--- src/rtl/lcd_pkg.sv ---
// Shared definitions for the character-LCD read/write paths: FSM states,
// command-word bit positions and default timing at a 25 MHz clock.
package lcd_pkg;

  typedef enum logic [1:0] {
    ST_IDLE  = 2'd0,
    ST_SETUP = 2'd1,
    ST_EHIGH = 2'd2,
    ST_ELOW  = 2'd3
  } lcd_state_t;

  // Command-word layout shared with the display writer
  localparam int CMD_RW_BIT = 8;
  localparam int CMD_RS_BIT = 9;
  localparam int CMD_E_BIT  = 10;

  localparam int T_AS_DEF      = 2;
  localparam int T_EH_DEF      = 12;
  localparam int T_EL_DEF      = 13;
  localparam int MAX_POLLS_DEF = 1024;

  function automatic int max3(input int a, input int b, input int c);
    int m;
    m = (a > b) ? a : b;
    return (m > c) ? m : c;
  endfunction

endpackage

--- src/rtl/lcd_bus_reader_if.sv ---
// Request/status and LCD pad signals of the bus reader, bundled for port use.
interface lcd_bus_reader_if;

  logic       i_start;
  logic       i_rs;
  logic       i_poll;
  logic [7:0] i_lcd_data;
  logic       o_owner;
  logic       o_RW;
  logic       o_RS;
  logic       o_E;
  logic       o_busy;
  logic       o_done;
  logic [7:0] o_data;
  logic       o_bf;
  logic [6:0] o_addr;
  logic       o_timeout;

  modport slave (
    input  i_start, i_rs, i_poll, i_lcd_data,
    output o_owner, o_RW, o_RS, o_E, o_busy, o_done,
           o_data, o_bf, o_addr, o_timeout
  );

  modport master (
    output i_start, i_rs, i_poll, i_lcd_data,
    input  o_owner, o_RW, o_RS, o_E, o_busy, o_done,
           o_data, o_bf, o_addr, o_timeout
  );

endinterface

--- src/rtl/lcd_timer.sv ---
// Loadable down-counter for phase timing; zero is high once the loaded
// count has run out, marking the last cycle of a phase.
module lcd_timer #(
  parameter int W = 4
) (
  input  logic         clk,
  input  logic         rst,
  input  logic         load,
  input  logic [W-1:0] load_val,
  output logic         zero
);

  logic [W-1:0] cnt_q;

  always_ff @(posedge clk or posedge rst) begin
    if (rst) begin
      cnt_q <= '0;
    end else if (load) begin
      cnt_q <= load_val;
    end else if (cnt_q != '0) begin
      cnt_q <= cnt_q - 1'b1;
    end
  end

  assign zero = (cnt_q == '0);

endmodule

--- src/rtl/lcd_bus_reader.sv ---
// HD44780-style read cycle engine: returns status or RAM byte, optionally
// polling the busy flag until it clears or the poll budget runs out.
module lcd_bus_reader
  import lcd_pkg::*;
#(
  parameter int T_AS      = T_AS_DEF,
  parameter int T_EH      = T_EH_DEF,
  parameter int T_EL      = T_EL_DEF,
  parameter int MAX_POLLS = MAX_POLLS_DEF
) (
  input  logic              i_clk,
  input  logic              i_rst,
  lcd_bus_reader_if.slave   bus
);

  localparam int TMR_MAX = max3(T_AS, T_EH, T_EL);
  localparam int TMR_W   = $clog2(TMR_MAX + 1);
  localparam int PCNT_W  = $clog2(MAX_POLLS + 1);

  localparam logic [TMR_W-1:0]  LD_AS    = TMR_W'(T_AS - 1);
  localparam logic [TMR_W-1:0]  LD_EH    = TMR_W'(T_EH - 1);
  localparam logic [TMR_W-1:0]  LD_EL    = TMR_W'(T_EL - 1);
  localparam logic [PCNT_W-1:0] POLL_LIM = PCNT_W'(MAX_POLLS);

  lcd_state_t        state_q, state_d;
  logic              rs_q, rs_d;
  logic              poll_q, poll_d;
  logic [PCNT_W-1:0] pcnt_q, pcnt_d;
  logic [7:0]        data_q, data_d;
  logic              timeout_q, timeout_d;
  logic              owner_q, owner_d;
  logic              rw_q, rw_d;
  logic              rs_out_q, rs_out_d;
  logic              e_q, e_d;
  logic              done_q, done_d;
  logic              tmr_load;
  logic [TMR_W-1:0]  tmr_val;
  logic              tmr_zero;

  lcd_timer #(.W(TMR_W)) u_timer (
    .clk      (i_clk),
    .rst      (i_rst),
    .load     (tmr_load),
    .load_val (tmr_val),
    .zero     (tmr_zero)
  );

  always_comb begin
    state_d   = state_q;
    rs_d      = rs_q;
    poll_d    = poll_q;
    pcnt_d    = pcnt_q;
    data_d    = data_q;
    timeout_d = timeout_q;
    done_d    = 1'b0;
    tmr_load  = 1'b0;
    tmr_val   = '0;

    case (state_q)
      ST_IDLE: begin
        if (bus.i_start) begin
          state_d   = ST_SETUP;
          rs_d      = bus.i_rs;
          // Polling only makes sense on status reads
          poll_d    = bus.i_poll & ~bus.i_rs;
          pcnt_d    = '0;
          timeout_d = 1'b0;
          tmr_load  = 1'b1;
          tmr_val   = LD_AS;
        end
      end
      ST_SETUP: begin
        if (tmr_zero) begin
          state_d  = ST_EHIGH;
          tmr_load = 1'b1;
          tmr_val  = LD_EH;
        end
      end
      ST_EHIGH: begin
        if (tmr_zero) begin
          data_d   = bus.i_lcd_data;
          state_d  = ST_ELOW;
          tmr_load = 1'b1;
          tmr_val  = LD_EL;
        end
      end
      ST_ELOW: begin
        if (tmr_zero) begin
          if (poll_q && data_q[7] && (pcnt_q < POLL_LIM)) begin
            pcnt_d   = pcnt_q + 1'b1;
            state_d  = ST_SETUP;
            tmr_load = 1'b1;
            tmr_val  = LD_AS;
          end else begin
            state_d   = ST_IDLE;
            done_d    = 1'b1;
            // Leaving with BF still set in poll mode means the budget ran out
            timeout_d = poll_q & data_q[7];
          end
        end
      end
      default: state_d = ST_IDLE;
    endcase

    // Bus controls follow the next state so every output comes from a flop
    owner_d  = (state_d != ST_IDLE);
    rw_d     = (state_d != ST_IDLE);
    rs_out_d = (state_d != ST_IDLE) & rs_d;
    e_d      = (state_d == ST_EHIGH);
  end

  always_ff @(posedge i_clk or posedge i_rst) begin
    if (i_rst) begin
      state_q   <= ST_IDLE;
      rs_q      <= 1'b0;
      poll_q    <= 1'b0;
      pcnt_q    <= '0;
      data_q    <= 8'h00;
      timeout_q <= 1'b0;
      owner_q   <= 1'b0;
      rw_q      <= 1'b0;
      rs_out_q  <= 1'b0;
      e_q       <= 1'b0;
      done_q    <= 1'b0;
    end else begin
      state_q   <= state_d;
      rs_q      <= rs_d;
      poll_q    <= poll_d;
      pcnt_q    <= pcnt_d;
      data_q    <= data_d;
      timeout_q <= timeout_d;
      owner_q   <= owner_d;
      rw_q      <= rw_d;
      rs_out_q  <= rs_out_d;
      e_q       <= e_d;
      done_q    <= done_d;
    end
  end

  assign bus.o_owner   = owner_q;
  assign bus.o_busy    = owner_q;
  assign bus.o_RW      = rw_q;
  assign bus.o_RS      = rs_out_q;
  assign bus.o_E       = e_q;
  assign bus.o_done    = done_q;
  assign bus.o_data    = data_q;
  assign bus.o_bf      = data_q[7];
  assign bus.o_addr    = data_q[6:0];
  assign bus.o_timeout = timeout_q;

endmodule
--- src/flat_wrapper.sv ---
// flat-port wrapper written by rule: the top's interface ports become plain ports
module lcd_bus_reader_flat import lcd_pkg::*;
#(
  parameter int T_AS      = T_AS_DEF,
  parameter int T_EH      = T_EH_DEF,
  parameter int T_EL      = T_EL_DEF,
  parameter int MAX_POLLS = MAX_POLLS_DEF
)
  (i_clk, i_rst, bus_i_start, bus_i_rs, bus_i_poll, bus_i_lcd_data, bus_o_owner, bus_o_RW, bus_o_RS, bus_o_E, bus_o_busy, bus_o_done, bus_o_data, bus_o_bf, bus_o_addr, bus_o_timeout);
  lcd_bus_reader_if bus_i ();
  input  logic i_clk;
  input  logic i_rst;
  input wire logic [$bits(bus_i.i_start)-1:0] bus_i_start;
  input wire logic [$bits(bus_i.i_rs)-1:0] bus_i_rs;
  input wire logic [$bits(bus_i.i_poll)-1:0] bus_i_poll;
  input wire logic [$bits(bus_i.i_lcd_data)-1:0] bus_i_lcd_data;
  output wire logic [$bits(bus_i.o_owner)-1:0] bus_o_owner;
  output wire logic [$bits(bus_i.o_RW)-1:0] bus_o_RW;
  output wire logic [$bits(bus_i.o_RS)-1:0] bus_o_RS;
  output wire logic [$bits(bus_i.o_E)-1:0] bus_o_E;
  output wire logic [$bits(bus_i.o_busy)-1:0] bus_o_busy;
  output wire logic [$bits(bus_i.o_done)-1:0] bus_o_done;
  output wire logic [$bits(bus_i.o_data)-1:0] bus_o_data;
  output wire logic [$bits(bus_i.o_bf)-1:0] bus_o_bf;
  output wire logic [$bits(bus_i.o_addr)-1:0] bus_o_addr;
  output wire logic [$bits(bus_i.o_timeout)-1:0] bus_o_timeout;
  assign bus_i.i_start = bus_i_start;
  assign bus_i.i_rs = bus_i_rs;
  assign bus_i.i_poll = bus_i_poll;
  assign bus_i.i_lcd_data = bus_i_lcd_data;
  assign bus_o_owner = bus_i.o_owner;
  assign bus_o_RW = bus_i.o_RW;
  assign bus_o_RS = bus_i.o_RS;
  assign bus_o_E = bus_i.o_E;
  assign bus_o_busy = bus_i.o_busy;
  assign bus_o_done = bus_i.o_done;
  assign bus_o_data = bus_i.o_data;
  assign bus_o_bf = bus_i.o_bf;
  assign bus_o_addr = bus_i.o_addr;
  assign bus_o_timeout = bus_i.o_timeout;
  lcd_bus_reader #(.T_AS(T_AS), .T_EH(T_EH), .T_EL(T_EL), .MAX_POLLS(MAX_POLLS)) u_core (.i_clk(i_clk), .i_rst(i_rst), .bus(bus_i));
endmodule
--- config.mk ---
export PLATFORM = sky130hd
export DESIGN_NAME = lcd_bus_reader_flat
export DESIGN_NICKNAME = d
export VERILOG_FILES = /design/src/rtl/lcd_pkg.sv /design/src/rtl/lcd_bus_reader_if.sv /design/src/rtl/lcd_timer.sv /design/src/rtl/lcd_bus_reader.sv /design/src/flat_wrapper.sv
export SDC_FILE = /design/constraint.sdc
export NUM_CORES = 1
export LEC_CHECK = 0
export ABC_AREA = 1
export CAP_MARGIN = 40
export CORE_MARGIN = 8
export CORE_UTILIZATION = 52
export CTS_BUF_LIST = sky130_fd_sc_hd__clkbuf_8 sky130_fd_sc_hd__clkbuf_16
export CTS_CLUSTER_DIAMETER = 30
export DETAILED_ROUTE_END_ITERATION = 8
export GPL_TIMING_DRIVEN = 0
export PLACE_DENSITY = 0.8
export SYNTH_ARGS = -nofsm -noshare
export SYNTH_HDL_FRONTEND = slang
export SYNTH_SLANG_ARGS = --single-unit
--- constraint.sdc ---
create_clock -name i_clk -period 1.7 [get_ports i_clk]
set_input_delay 0.34 -clock i_clk [delete_from_list [all_inputs] [get_ports i_clk]]
set_output_delay 0.34 -clock i_clk [all_outputs]
set_load 0.005 [all_outputs]
==> results by group <==
Status
  • Status: complete, no violations

Placement
  • RD Place Congestion: 0.817
  • Port bufs: 35
  • Post-place setup slack: -0.0655 ns
  • Dpl hpwl: 3.04 mm

Clock network
  • CTS tree: built
  • CTS Buf Count: 5
  • H-Tree Depth: 2
  • Clock transition at the registers of the reported paths: 0.06 ns
  • Worst-Skew Late Latency: 0.28 ns
  • Clock Tree Buf Depth: 2
  • Root buffer cell: clkbuf_8
  • Hold buffers post-CTS: 0
  • Clock Sinks: 32

Worst setup path
  • Cell family with most CP delay: flip-flops
  • Buffers and inverters on the worst path: 3
  • Setup crit start kind: flip-flop
  • Maximum fanout along the worst path: 10
  • Worst setup EP type: flip-flop
  • Slowest stage cell, crit path: dfrtp_1
  • Max stage delay on crit path: 0.38 ns
  • Worst path cell trace: inv_1 -> ha_1 -> nand2_4 -> clkinv_2 -> nand2_2 -> buf_6 -> mux2_4
  • Reg2reg setup slack: 0.04 ns
  • Worst Path Required: 1.87 ns
  • Crit path kind: reg -> reg
  • Crit path DAT: 1.83 ns

Floorplanning
  • Core Region: 3580 um2
  • Die area: 5810 um2
  • Die Y: 76.2 um
  • Die Wd: 76.2 um
  • FP Rows: 22
  • # IOs: 36
  • Initial Utilization: 52.7%

Layout
  • Final net count: 294
  • Fillers: 273
  • Share of cells above drive strength 1: 21.1%
  • Ant. Diodes: 0
  • Area grow syn2layout: 33.0%
  • Final core utilization: 70.1%

Power and ir drop
  • Max rail drop VDD: 0.000864 V
  • Power Dens Cells: 1500 nW/um2
  • Pleak: 1.23 nW

Synthesis
  • Yosys reg bits: 32
  • Syn_nets: 244
  • Mapped cell area: 1890 um2
  • Seq/Total Area, Yosys: 42.4%
  • Library cells used by synthesis: 30
  • Cells after synthesis: 224
  • Top FF cell, synth: dfrtp_1
  • Post-synth EDFFs: 0
  • Ys async rst share: 100%
  • Mean Syn Cell Area: 8.42 um2
  • YS warnings: 0

Timing
  • Tcrit/Tclk final: 97.6%
  • Slew Viols, Final: 0
  • Minimum clock period: 1.66 ns
  • Worst setup margin: 0.0413 ns
  • Fmax: 603 MHz
  • RSZ-0062 raised after global routing: true
  • Relative slew slack: 50.7%
  • Worst Tran Pin Value: 0.738 ns
  • Final hold viol count: 0
  • Clock Skew: 0.00211 ns
  • Setup violators final: 0

Global route
  • First-pass GRT wire length: 6.90 mm
  • Antenna violations before repair: 0
  • Largest net degree at the start of global routing: 18
  • Total gr overflow: 0
  • Gr usage total: 14.2%
  • Vias in the first global route: 1500

Route
  • Routed wire length: 4.13 mm
  • DRT iter0 DRCs: 121
  • Drt drc: 0
  • Vias per cell: 5.03
  • TritonRoute pass-1 iters: 4
  • Final ANT Viol Nets: 0
  • Drt wl/cell: 12.8 um
  • Via count: 1626

Flow run
  • Max-Cap Viols: 0

Min path
  • Hold crit path type: in -> async
routing by layer:
| metal | vias to the layer above | routed length, um | GRT usage [%] |
|---|---|---|---|
| li1 | 812 | - | - |
| met1 | 752 | 1930 | 17.8 |
| met2 | 58 | 1830 | 21.9 |
| met3 | 4 | 313 | 4.83 |
| met4 | 0 | 52 | 5.38 |
| met5 | - | 0 | 0 |
through the flow:
stage,instances,power [mW],area (um2),setup TNS (ns),hold slack [ns]
global placement,307,2.93,2300,-4.01,0.499
CTS,316,3.61,2430,0,0.514
floorplan,224,2.23,1890,0,0.456
finish,323,3.76,2510,0,0.477
detailed placement,308,2.99,2320,-0.351,0.507
global route,323,4.04,2510,-0.0313,0.543
Yosys cell counts (2+ instances only):
library cell / instances / area (um2)
nand2_4: 2 / 22.5
nand2_1: 43 / 161
dfrtp_1: 32 / 801
o21ai_0: 11 / 55.1
nand2_2: 5 / 31.3
nor2_1: 19 / 71.3
nand3_1: 16 / 80.1
o31ai_1: 2 / 15.0
nor3_1: 4 / 20.0
mux2_4: 6 / 90.1
a21oi_1: 4 / 20.0
nor2_2: 3 / 18.8
xor2_1: 2 / 17.5
nand4_1: 9 / 56.3
inv_1: 33 / 124
ha_1: 7 / 87.6
buf_4: 10 / 75.1
o21ai_2: 4 / 35.0
path summary, 6_finish.rpt:
path | from | end | cells past startpoint
min in group i_clk | u_core.rs_q | u_core.rs_q | 2
min reg2reg | u_core.rs_q | u_core.rs_q | 2
max in group asynchronous | i_rst | u_core.state_q[1] | 3
min | i_rst | u_core.pcnt_q[7] | 2
max | u_core.u_timer.cnt_q[0] | u_core.bus.o_data[1] | 7
max reg2reg | u_core.u_timer.cnt_q[0] | u_core.bus.o_data[1] | 7
area by class of cell:
class                   instances  area (um2)  share of cell area (%)
inverters                      35         133                    5.28
well taps                      48        60.1                    2.39
plain buffers                  13         109                    4.34
multi-input cells             144         886                    35.3
flip-flops and latches         32         802                    32.0
clock buffers                   6        82.6                    3.29
repair buffers                 43         430                    17.1
clock inverters                 2        7.51                   0.299
cells by family after synthesis:
logic type	after synthesis	share of synthesized area, %
buffers and inverters	48	12.7
AOI/OAI and AO/OA	24	7.63
xor gates and xnor gates	3	1.39
and+or+nand+nor	103	25.9
adders and majority gates	7	4.64
muxes	7	5.37
DFF	32	42.4
placed cells by master (no fill, tap or decap):
cell type	instances
a21oi_1	4
buf_16	1
buf_4	17
buf_6	1
buf_8	1
clkbuf_4	1
clkbuf_8	6
clkdlybuf4s50_1	35
clkinv_2	1
dfrtp_1	31
dfrtp_2	1
ha_1	6
ha_4	1
inv_1	34
inv_2	2
mux2_2	1
mux2_4	6
nand2_1	43
nand2_2	4
nand2_4	3
nand3_1	16
nand4_1	9
nor2_1	17
nor2_2	4
nor2_4	1
nor2_8	1
nor3_1	4
o21ai_0	10
o21ai_1	1
o21ai_2	4
o21ai_4	1
o21bai_1	1
o22ai_1	1
o31ai_1	2
or2_2	1
xnor2_1	1
xor2_1	2
worst reg2reg max path: stages (launching register included):
cell and delay (ns):
dfrtp_1 0.38, inv_1 0.07, ha_1 0.26, nand2_4 0.15, clkinv_2 0.11, nand2_2 0.09
buf_6 0.16, mux2_4 0.31
what timing repair did:
action | 4_1_cts | 5_1_grt
hold endpoints to repair | 0 | 0
buffers inserted | 0 | 7
pin swaps | 0 | 2
resized for setup | 2 | 10
setup endpoints to repair | 8 | 23
gates cloned | 0 | 0
registers in the layout, indices dropped and copies added, names as in the netlist:
signal                flops
u_core.bus.o_timeout      1
u_core.u_timer.cnt_q      4
u_core.bus.o_data         8
u_core.bus.o_busy         1
u_core.bus.o_E            1
u_core.poll_q             1
u_core.rs_q               1
u_core.bus.o_RS           1
u_core.pcnt_q            11
u_core.state_q            2
u_core.bus.o_done         1
report_power, final:
group	leakage, nW	internal (mW)	switching, mW
registers	0.410	0.988	0.153
clock network	0.0538	0.317	0.263
logic	0.769	1.15	0.884
(Power assumes the default switching activity.)
